$ cat src/rtl/arbiter_puf_eval.sv
// Arbiter PUF evaluator: drives a challenge-selected delay chain with a pulse,
// majority-votes N_EVAL arbiter samples per bit and assembles a response word.
module arbiter_puf_eval #(
  parameter int N_STAGES   = 16,
  parameter int N_EVAL     = 5,
  parameter int RESP_BITS  = 8,
  parameter int SETTLE_CYC = 3
) (
  input  logic                 clk,
  input  logic                 rst,
  input  logic                 start,
  input  logic [N_STAGES-1:0]  challenge,
  input  logic                 test_en,
  input  logic                 test_bit,
  output logic                 busy,
  output logic                 done,
  output logic [RESP_BITS-1:0] response,
  output logic                 unstable,
  output logic [N_STAGES-1:0]  cur_challenge,
  output logic [2:0]           state_dbg
);

  localparam logic [2:0] S_IDLE    = 3'd0;
  localparam logic [2:0] S_LAUNCH  = 3'd1;
  localparam logic [2:0] S_CAPTURE = 3'd2;
  localparam logic [2:0] S_RELEASE = 3'd3;
  localparam logic [2:0] S_DONE    = 3'd4;

  localparam int SW = $clog2(SETTLE_CYC);
  localparam int EW = (N_EVAL > 1) ? $clog2(N_EVAL) : 1;
  localparam int OW = $clog2(N_EVAL + 1);
  localparam int BW = (RESP_BITS > 1) ? $clog2(RESP_BITS) : 1;

  localparam logic [SW-1:0] SETTLE_LAST = SW'(SETTLE_CYC - 1);
  localparam logic [EW-1:0] EVAL_LAST   = EW'(N_EVAL - 1);
  localparam logic [BW-1:0] BIT_LAST    = BW'(RESP_BITS - 1);
  localparam logic [OW-1:0] VOTE_HALF   = OW'(N_EVAL / 2);
  localparam logic [OW-1:0] VOTE_FULL   = OW'(N_EVAL);

  logic [2:0]           state, state_n;
  logic                 pulse_q;
  logic [SW-1:0]        settle_cnt;
  logic [EW-1:0]        eval_cnt;
  logic [BW-1:0]        bit_idx;
  logic [OW-1:0]        ones_cnt;
  logic [RESP_BITS-1:0] shadow;
  logic                 unst_shadow;
  logic [1:0]           sync_q;
  logic                 arb_q;
  logic [1:0]           chain_out;

  // Each stage passes the two paths straight on a 0 bit and crosses them on a 1.
  function automatic logic [1:0] chain_eval(input logic p, input logic [N_STAGES-1:0] c);
    logic top, bot, tmp;
    top = p;
    bot = p;
    for (int i = 0; i < N_STAGES; i++) begin
      tmp = top;
      top = c[i] ? bot : top;
      bot = c[i] ? tmp : bot;
    end
    return {top, bot};
  endfunction

  assign chain_out = chain_eval(pulse_q, cur_challenge);

  // The arbiter races the two paths: the top edge samples the bottom level.
  always_ff @(posedge chain_out[1]) begin
    arb_q <= chain_out[0];
  end

  always_ff @(posedge clk) begin
    if (rst) sync_q <= 2'b00;
    else     sync_q <= {sync_q[0], test_en ? test_bit : arb_q};
  end

  logic last_settle, last_eval, last_bit, commit, bit_val, bit_split;
  logic [RESP_BITS-1:0] shadow_n;
  logic                 unst_n;
  logic [N_STAGES-1:0]  chal_step;

  assign last_settle = (settle_cnt == SETTLE_LAST);
  assign last_eval   = (eval_cnt == EVAL_LAST);
  assign last_bit    = (bit_idx == BIT_LAST);
  assign commit      = (state == S_RELEASE) && last_settle && last_eval;
  assign bit_val     = (ones_cnt > VOTE_HALF);
  assign bit_split   = (ones_cnt != '0) && (ones_cnt != VOTE_FULL);
  assign shadow_n    = (shadow << 1) | RESP_BITS'(bit_val);
  assign unst_n      = unst_shadow | bit_split;
  assign chal_step   = {cur_challenge[N_STAGES-2:0],
                        cur_challenge[N_STAGES-1] ^ cur_challenge[N_STAGES/2-1]};

  // Request protocol: start is taken only in IDLE; busy covers the run, and
  // done pulses for one cycle with response/unstable already valid.
  always_comb begin
    state_n = state;
    case (state)
      S_IDLE:    if (start) state_n = S_LAUNCH;
      S_LAUNCH:  if (last_settle) state_n = S_CAPTURE;
      S_CAPTURE: state_n = S_RELEASE;
      S_RELEASE: if (last_settle) state_n = (last_eval && last_bit) ? S_DONE : S_LAUNCH;
      S_DONE:    state_n = S_IDLE;
      default:   state_n = S_IDLE;
    endcase
  end

  always_ff @(posedge clk) begin
    if (rst) begin
      state         <= S_IDLE;
      pulse_q       <= 1'b0;
      settle_cnt    <= '0;
      eval_cnt      <= '0;
      bit_idx       <= '0;
      ones_cnt      <= '0;
      shadow        <= '0;
      unst_shadow   <= 1'b0;
      response      <= '0;
      unstable      <= 1'b0;
      cur_challenge <= '0;
    end else begin
      state   <= state_n;
      pulse_q <= (state_n == S_LAUNCH) || (state_n == S_CAPTURE);

      if (((state == S_LAUNCH) || (state == S_RELEASE)) && !last_settle)
        settle_cnt <= settle_cnt + 1'b1;
      else
        settle_cnt <= '0;

      if (state == S_IDLE && start) begin
        cur_challenge <= challenge;
        ones_cnt      <= '0;
        eval_cnt      <= '0;
        bit_idx       <= '0;
        shadow        <= '0;
        unst_shadow   <= 1'b0;
      end

      if (state == S_CAPTURE && sync_q[1])
        ones_cnt <= ones_cnt + 1'b1;

      if (state == S_RELEASE && last_settle) begin
        if (last_eval) begin
          eval_cnt      <= '0;
          ones_cnt      <= '0;
          shadow        <= shadow_n;
          unst_shadow   <= unst_n;
          cur_challenge <= chal_step;
          bit_idx       <= bit_idx + 1'b1;
          // Final commit publishes straight to the outputs so done sees them.
          if (last_bit) begin
            response <= shadow_n;
            unstable <= unst_n;
          end
        end else begin
          eval_cnt <= eval_cnt + 1'b1;
        end
      end
    end
  end

  assign busy      = (state == S_LAUNCH) || (state == S_CAPTURE) || (state == S_RELEASE);
  assign done      = (state == S_DONE);
  assign state_dbg = state;

  logic unused_ok;
  assign unused_ok = commit;

endmodule

$ cat config.mk
export PLATFORM = sky130hd
export DESIGN_NAME = arbiter_puf_eval
export DESIGN_NICKNAME = d
export VERILOG_FILES = /design/src/rtl/arbiter_puf_eval.sv
export SDC_FILE = /design/constraint.sdc
export NUM_CORES = 1
export LEC_CHECK = 0
export ABC_CLOCK_PERIOD_IN_PS = 2250
export CAP_MARGIN = 20
export CORE_ASPECT_RATIO = 0.9
export CORE_MARGIN = 3
export CORE_UTILIZATION = 40
export DETAILED_ROUTE_END_ITERATION = 6
export GPL_ROUTABILITY_DRIVEN = 1
export PLACE_DENSITY = 0.66
export SETUP_SLACK_MARGIN = 0.05
export SLEW_MARGIN = 20
export SYNTH_ARGS = -nofsm -noshare
export SYNTH_HDL_FRONTEND = slang
export SYNTH_SLANG_ARGS = --single-unit
$ cat constraint.sdc
create_clock -name clk -period 2.25 [get_ports clk]
set_clock_uncertainty 0.05 [all_clocks]
set_input_delay 0.45 -clock clk [delete_from_list [all_inputs] [get_ports clk]]
set_output_delay 0.45 -clock clk [all_outputs]
set_load 0.01 [all_outputs]
; Word level (Yosys, flattened, before mapping)
; Cells that the tools add are included.
[totals]
regBits = 52
latch_bits = 0
mem_bits_rw = 0
rom_bits = 0
in_bits = 21
out_inout_bits = 30
wordCells = 73
n_memories = 0
[op_classes]
add_sub_neg = 4
n_mul = 0
div = 0
magnitude_cmp = 1
n_eq_ne = 10
shifts = 0
n_mux = 25
bitwise = 4
n_reduce_logical = 16
[op_table]
columns = op, count
row1 = two-way mux 16 bit, 3
row2 = two-way mux 3 bit, 14
row3 = two-way mux 8 bit, 3
row4 = one-hot mux 3 bit (4 select lines), 1
row5 = adder 3 x 1 -> 3 bit (second input constant), 3
row6 = == test 3 x 2 -> 1 bit (second input constant), 3
row7 = == test 3 bit (second input constant), 3
row8 = OR 8 x 1 -> 8 bit, 1
row9 = == test 3 x 1 -> 1 bit (second input constant), 2
row10 = logical AND 1 bit, 6
row11 = logical OR 1 bit, 4
row12 = two-way mux 1 bit, 4
row13 = > comparator 3 x 2 -> 1 bit (second input constant), 1
row14 = zero test 3 bit, 1
row15 = inequality test 3 bit (second input constant), 1
row16 = AND reduction 3 bit, 1
row17 = nonzero test 3 bit, 1
row18 = adder 2 x 1 -> 2 bit (second input constant), 1
row19 = == test 2 bit (second input constant), 1
row20 = nonzero test 2 bit, 1
row21 = OR reduction 2 bit, 1
row22 = zero test 1 bit, 1
row23 = inverter 1 bit, 1
row24 = OR 1 bit, 1
row25 = XOR 1 bit, 1

; Longest topological paths before layout
[logic_depth]
depth_word = 7
depth_mapped = 7
depth_no_buf = 5

==> results_dict.tcl <==
set metrics [dict create \
    finalWorstSetupSlack_ps 244 \
    synth_warnings 0 \
    port_buffers 50 \
    critPathCaptureType "primary output" \
    postCtsResizedCells 0 \
    critical_path_buf_inv_count 1 \
    drt_iter0_drc 103 \
    htreeDepth 2 \
    combinationalPowerShare_pct 10.5 \
    unclocked_regs 1 \
    pre_cts_ws_ps 204 \
    swShare_pct 22.8 \
    post_cts_buffers 0 \
    final_antenna_net_count 0 \
    vias 2097 \
    routedWlPerCell_um 14.2 \
    fin_crit_sh_pct 89.2 \
    total_power_mw 1.71 \
    max_stage_delay_ps 520 \
    hold_ws_ps 373 \
    synth_simple_gate_area_share_pct 23.8 \
    place_hpwl_um 3540 \
    worst_pin_slew_ps 508 \
    ctsHoldBuffers 0 \
    cpMaxStageDelayCell "clkdlybuf4s50_1" \
    path_delay_family "buffers and inverters" \
    viasPerCell 5.48 \
    drv_slew 0 \
    hold_path_class "reg2reg" \
    syn_area_per_cell_um2 8.51 \
    numCtsBuffers 5 \
    p_clk_share_pct 35.2 \
    drive_gt1_share_pct 7.28 \
    ir_drop_uv 317 \
    drt_pass1_iterations 4 \
    synth_cell_types 38 \
    die_x_um 86.2 \
    synth_seq_area_share_pct 44.1 \
    power_frac_seq_pct 54.3 \
    rows 25 \
    p_switching_mw 0.390 \
    synthCells 272 \
    fmax_mhz 499 \
    netlist_area_um2 2320 \
    netlist.area_leader.share_pct 44.1 \
    first_global_vias 1978 \
    cts_buffer_depth 2 \
    cts_tree "done" \
    yosys-top-cells-area "dfxtp_1 44%, nand2_1 6.6%, a311oi_1 6.4%, a21oi_1 5.6%, ha_1 4.9%" \
    grt_use_total_pct 17.0 \
    grt_antenna_before_repair 0 \
    powerDensity_nw_per_um2 571 \
    synth_compound_area_share_pct 19.6 \
    diodes 0 \
    clock_latency_ps 300 \
    synth-seq-cells 51 \
    grt_pass1_wl_um 9300 \
    worst-setup-path-type "reg2out" \
    synth_top_area_cell "dfxtp_1" \
    finalSetupViolations 0 \
    synth_xor_area_share_pct 0.756 \
    die-area_um2 6740 \
    place_congestion 0.779 \
    synth_nets 302 \
    synth_top_family_by_area "simple AND/OR/NAND/NOR gates" \
    crit_arrival_ps 1510 \
    grt_max_degree 48 \
    synth-edff-count 0 \
    ys_async_sr_fraction_pct 0 \
    rsz0062_at_grt "false" \
    p_int_mw 1.32 \
    start_util_pct 42.8 \
    startpoint_type "flop" \
    critPathMaxFanout 13 \
    dominantRegCellSynth "dfxtp_1" \
    root_buffer "clkbuf_8" \
    overflow 0 \
    untimed_endpoints 1 \
    synth_mux_area_share_pct 0.864 \
    num_io_pins 51 \
    dieHeight_um 78.2 \
    drc_errors 0 \
    required_ps 1750 \
    maxCapViolCount 0 \
    crit_chain "nor2_1, and2_1, clkdlybuf4s50_1" \
    post-route-util_pct 55.3 \
    tns_ps 0 \
    area_growth_pct 29.2 \
    clkTransAtPathRegs_ps 90 \
    p_leak_nw 1.00 \
    core-area_um2 5410 \
    max_slew_margin_pct 66.2 \
    nNetsFinal 345 \
    finalCriticalPeriod_ps 2010 \
    nFillCells 497 \
    synthAdderAreaFrac_pct 4.86 \
    status "completed" \
    finalHoldViolCount 0 \
    wl_um 5430 \
]
-- worst reg2reg max path: stages, from the launching register on --
cell,delay [ps]
dfxtp_1,330
inv_1,80
ha_1,210
and2_1,450
nand2_1,90
buf_4,210
a311oi_1,230
-- layout by cell type (no fill, tap or decap), drive strengths merged, types with 2 or more instances in the layout --
master,netlist,layout
ha,9,9
mux2i,2,2
or3,4,4
o211ai,12,12
clkbuf,17,8
buf,8,11
nor2b,2,2
nor3,21,21
o21ai,10,10
clkdlybuf4s50,0,50
nor2,5,5
inv,7,7
dfxtp,51,51
or4b,2,2
nand2,41,41
a311oi,17,17
nand3,19,19
a21oi,26,26
and2,2,2
nor4,2,2
-- layer usage --
layer / up-vias / track usage [%] / routed length (µm)
li1: 1073 / - / -
met1: 961 / 22.7 / 2720
met2: 56 / 26.4 / 2310
met3: 7 / 4.93 / 338
met4: 0 / 5.14 / 65
met5: - / 0 / 0
-- final timing paths --
kind / slack [ps] / endpoint / cells after the start / start
worst max register to register: 500 / cur_challenge[6] / 6 / eval_cnt[0]
worst max-delay path: 240 / done / 3 / state_dbg[1]
worst min-delay path: 370 / settle_cnt[0] / 1 / settle_cnt[0]
worst min register to register: 370 / settle_cnt[0] / 1 / settle_cnt[0]
-- power groups by stage --
stage / sequential (mW) / combinational (mW) / clock, mW
floorplan: 0.954 / 0.0756 / 0
global placement: 0.950 / 0.179 / 0
detailed placement: 0.950 / 0.180 / 0
CTS: 0.930 / 0.181 / 0.616
global route: 0.934 / 0.196 / 0.651
finish: 0.929 / 0.179 / 0.601
-- registers in the layout, indices dropped and copies added (netlist names) --
name,count
arb_q,1
bit_idx,3
cur_challenge,16
eval_cnt,3
ones_cnt,3
pulse_q,1
response,8
settle_cnt,2
shadow,7
state_dbg,3
sync_q,2
unst_shadow,1
unstable,1
-- through the flow --
step	cells	cell area (µm²)
final	383	2990
after CTS	383	2990
after global placement	375	2880
after global routing	383	2990
after floorplan	272	2320
after detailed placement	375	2880
-- cell type report --
| cell class | instances | area, µm² | share of cell area (%) |
|---|---|---|---|
| well taps | 67 | 83.8 | 2.80 |
| repair buffers | 61 | 596 | 19.9 |
| clock buffers | 8 | 110 | 3.68 |
| flip-flops and latches | 51 | 1020 | 34.2 |
| inverters | 7 | 26.3 | 0.878 |
| multi-input cells | 189 | 1150 | 38.5 |
-- cell families after synthesis --
logic type	after synthesis
adders and majority gates	9
DFF	51
AOI/OAI and AO/OA	69
buffers and inverters	32
and+or+nand+nor	107
xor gates and xnor gates	2
muxes	2
-- synth_stat cells (5+ instances only) --
master / number
dfxtp_1: 51
nand2_1: 41
a21oi_1: 26
nor3_1: 21
nand3_1: 19
a311oi_1: 17
clkbuf_1: 16
o211ai_1: 12
o21ai_0: 10
ha_1: 9
inv_1: 7
nor2_1: 5
Note: power is estimated with default switching activity, not from simulation.
==> edit: new RTL, same flow settings <==
Add an input register stage for `start`, `challenge`, `test_en` and `test_bit`; this delays them by one clock.
--- a/src/rtl/arbiter_puf_eval.sv
+++ b/src/rtl/arbiter_puf_eval.sv
@@ -37,6 +37,18 @@
   localparam logic [OW-1:0] VOTE_HALF   = OW'(N_EVAL / 2);
   localparam logic [OW-1:0] VOTE_FULL   = OW'(N_EVAL);
 
+  logic start_q;
+  logic [N_STAGES-1:0] challenge_q;
+  logic test_en_q;
+  logic test_bit_q;
+
+  always_ff @(posedge clk) begin
+    start_q     <= start;
+    challenge_q <= challenge;
+    test_en_q   <= test_en;
+    test_bit_q  <= test_bit;
+  end
+
   logic [2:0]           state, state_n;
   logic                 pulse_q;
   logic [SW-1:0]        settle_cnt;
@@ -71,7 +83,7 @@
 
   always_ff @(posedge clk) begin
     if (rst) sync_q <= 2'b00;
-    else     sync_q <= {sync_q[0], test_en ? test_bit : arb_q};
+    else     sync_q <= {sync_q[0], test_en_q ? test_bit_q : arb_q};
   end
 
   logic last_settle, last_eval, last_bit, commit, bit_val, bit_split;
@@ -95,7 +107,7 @@
   always_comb begin
     state_n = state;
     case (state)
-      S_IDLE:    if (start) state_n = S_LAUNCH;
+      S_IDLE:    if (start_q) state_n = S_LAUNCH;
       S_LAUNCH:  if (last_settle) state_n = S_CAPTURE;
       S_CAPTURE: state_n = S_RELEASE;
       S_RELEASE: if (last_settle) state_n = (last_eval && last_bit) ? S_DONE : S_LAUNCH;
@@ -126,8 +138,8 @@
       else
         settle_cnt <= '0;
 
-      if (state == S_IDLE && start) begin
-        cur_challenge <= challenge;
+      if (state == S_IDLE && start_q) begin
+        cur_challenge <= challenge_q;
         ones_cnt      <= '0;
         eval_cnt      <= '0;
         bit_idx       <= '0;
Function: not checked (the comparison handles one clock edge and no latches or derived clocks); the edit may change what the design does.
==> edit against the unedited design <==
- setup slack got worse by 0.0057 ns
- global-route usage shrank 0.89 points
- power rose by 51%
- final area rose by 16%
- sequential cell count up 19
- critical path type unchanged
- hold slack got worse by 0.0072 ns
- utilization shrank 0.21 points
- synthesized area increased by 16%
- highest routed layer unchanged
- wire length up 7.7%
- fmax decreased by 0.28%
==> edit: results (changes against the unedited design) <==
<table>
<tr><th>Metric</th><th>Value</th></tr>
<tr><th colspan="2">Status</th></tr>
<tr><td>Status</td><td>complete, no violations</td></tr>
<tr><th colspan="2">Power and ir drop</th></tr>
<tr><td>Largest voltage drop on the vdd net</td><td>0.404 mV (+27%)</td></tr>
<tr><td>Net switching fraction of the power</td><td>21.0% (-1.8 points)</td></tr>
<tr><td>Part of the total power dissipated in sequential elements</td><td>49.7% (-4.6 points)</td></tr>
<tr><td>Leakage power of the design</td><td>1.20 nW (+20%)</td></tr>
<tr><th colspan="2">Global routing</th></tr>
<tr><td>Global-route wire length before repair</td><td>10.2 mm (+9.6%)</td></tr>
<tr><td>Maximum number of pins on one net before global-route repair</td><td>32 (-33%)</td></tr>
<tr><th colspan="2">Setup path</th></tr>
<tr><td>Capture instance of the worst register-to-register path</td><td>cur_challenge[5]</td></tr>
<tr><td>Reg-to-reg setup timing slack</td><td>0.56 ns (+0.06 ns)</td></tr>
<tr><td>Critical-path maximum fanout</td><td>10 (-3)</td></tr>
<tr><th colspan="2">STA</th></tr>
<tr><td>Endpoints left unconstrained</td><td>1 (unchanged)</td></tr>
<tr><td>Slew at the pin closest to its max-slew limit</td><td>0.457 ns (-0.0502 ns)</td></tr>
<tr><td>Count of unclocked register or latch pins</td><td>1 (unchanged)</td></tr>
<tr><th colspan="2">Detailed routing</th></tr>
<tr><td>Iter 0 DRT Violations</td><td>164 (+59%)</td></tr>
<tr><td>Routed wirelength normalized by instance count</td><td>13.7 um (-3.1%)</td></tr>
<tr><td>Detailed route wirelength on metal2</td><td>2.79 mm (+21%)</td></tr>
<tr><td>Number of iterations in the first detailed-routing pass</td><td>5 (+1)</td></tr>
<tr><th colspan="2">Finish</th></tr>
<tr><td>Fraction of final layout cells with drive strength greater than 1</td><td>9.14% (+1.9 points)</td></tr>
<tr><th colspan="2">Clocking</th></tr>
<tr><td>Clock Pin Slew Worst Setup and Hold Paths</td><td>0.07 ns (-0.02 ns)</td></tr>
<tr><td>Clock H-tree levels</td><td>3 (+1)</td></tr>
<tr><th colspan="2">Place</th></tr>
<tr><td>Placed Area</td><td>0.00325 sq mm (+13%)</td></tr>
<tr><td>Total placed cells including tap cells</td><td>410 (+9.3%)</td></tr>
<tr><td>Worst setup timing slack at the placement stage</td><td>0.447 ns (+0.243 ns)</td></tr>
<tr><th colspan="2">Logic synthesis</th></tr>
<tr><td>Synthesized-area fraction occupied by ao, oa, aoi and oai cells</td><td>15.8% (-3.8 points)</td></tr>
<tr><td>Ranking of synthesized cells by area</td><td>sky130_fd_sc_hd__dfxtp_1, sky130_fd_sc_hd__a311oi_1, sky130_fd_sc_hd__nand2_1, sky130_fd_sc_hd__a21oi_1, sky130_fd_sc_hd__ha_1</td></tr>
</table>
edit: per-stage QoR:
step / hold WS, ns / total power, mW / utilization, %
2_1_floorplan: 0.340 / 1.40 / -
3_3_place_gp: 0.353 / 1.49 / 51.5
3_5_place_dp: 0.353 / 1.49 / 51.5
4_1_cts: 0.364 / 2.62 / 55.1
5_1_grt: 0.376 / 2.69 / 55.1
6_report: 0.366 / 2.59 / 55.1
edit: layout make-up:
type	instances	area, sq um
fill	604	2840
timing repair buffer	61	583
multi-input combinational	185	1130
clock buffer	13	159
sequential	70	1400
tap	87	109
clock inverter	3	67.6
inverter	7	26.3
edit: worst max-delay path by stage:
stage                        to  depth (start not counted)
2_1_floorplan  cur_challenge[7]                          6
3_3_place_gp               done                          2
3_5_place_dp               done                          2
4_1_cts                    done                          2
5_1_grt                    done                          3
6_report                   done                          3
edit: what timing repair did:
item	in CTS	in global routing
gates resized for setup	0	2
setup endpoints to repair	0	2
buffers inserted	0	0
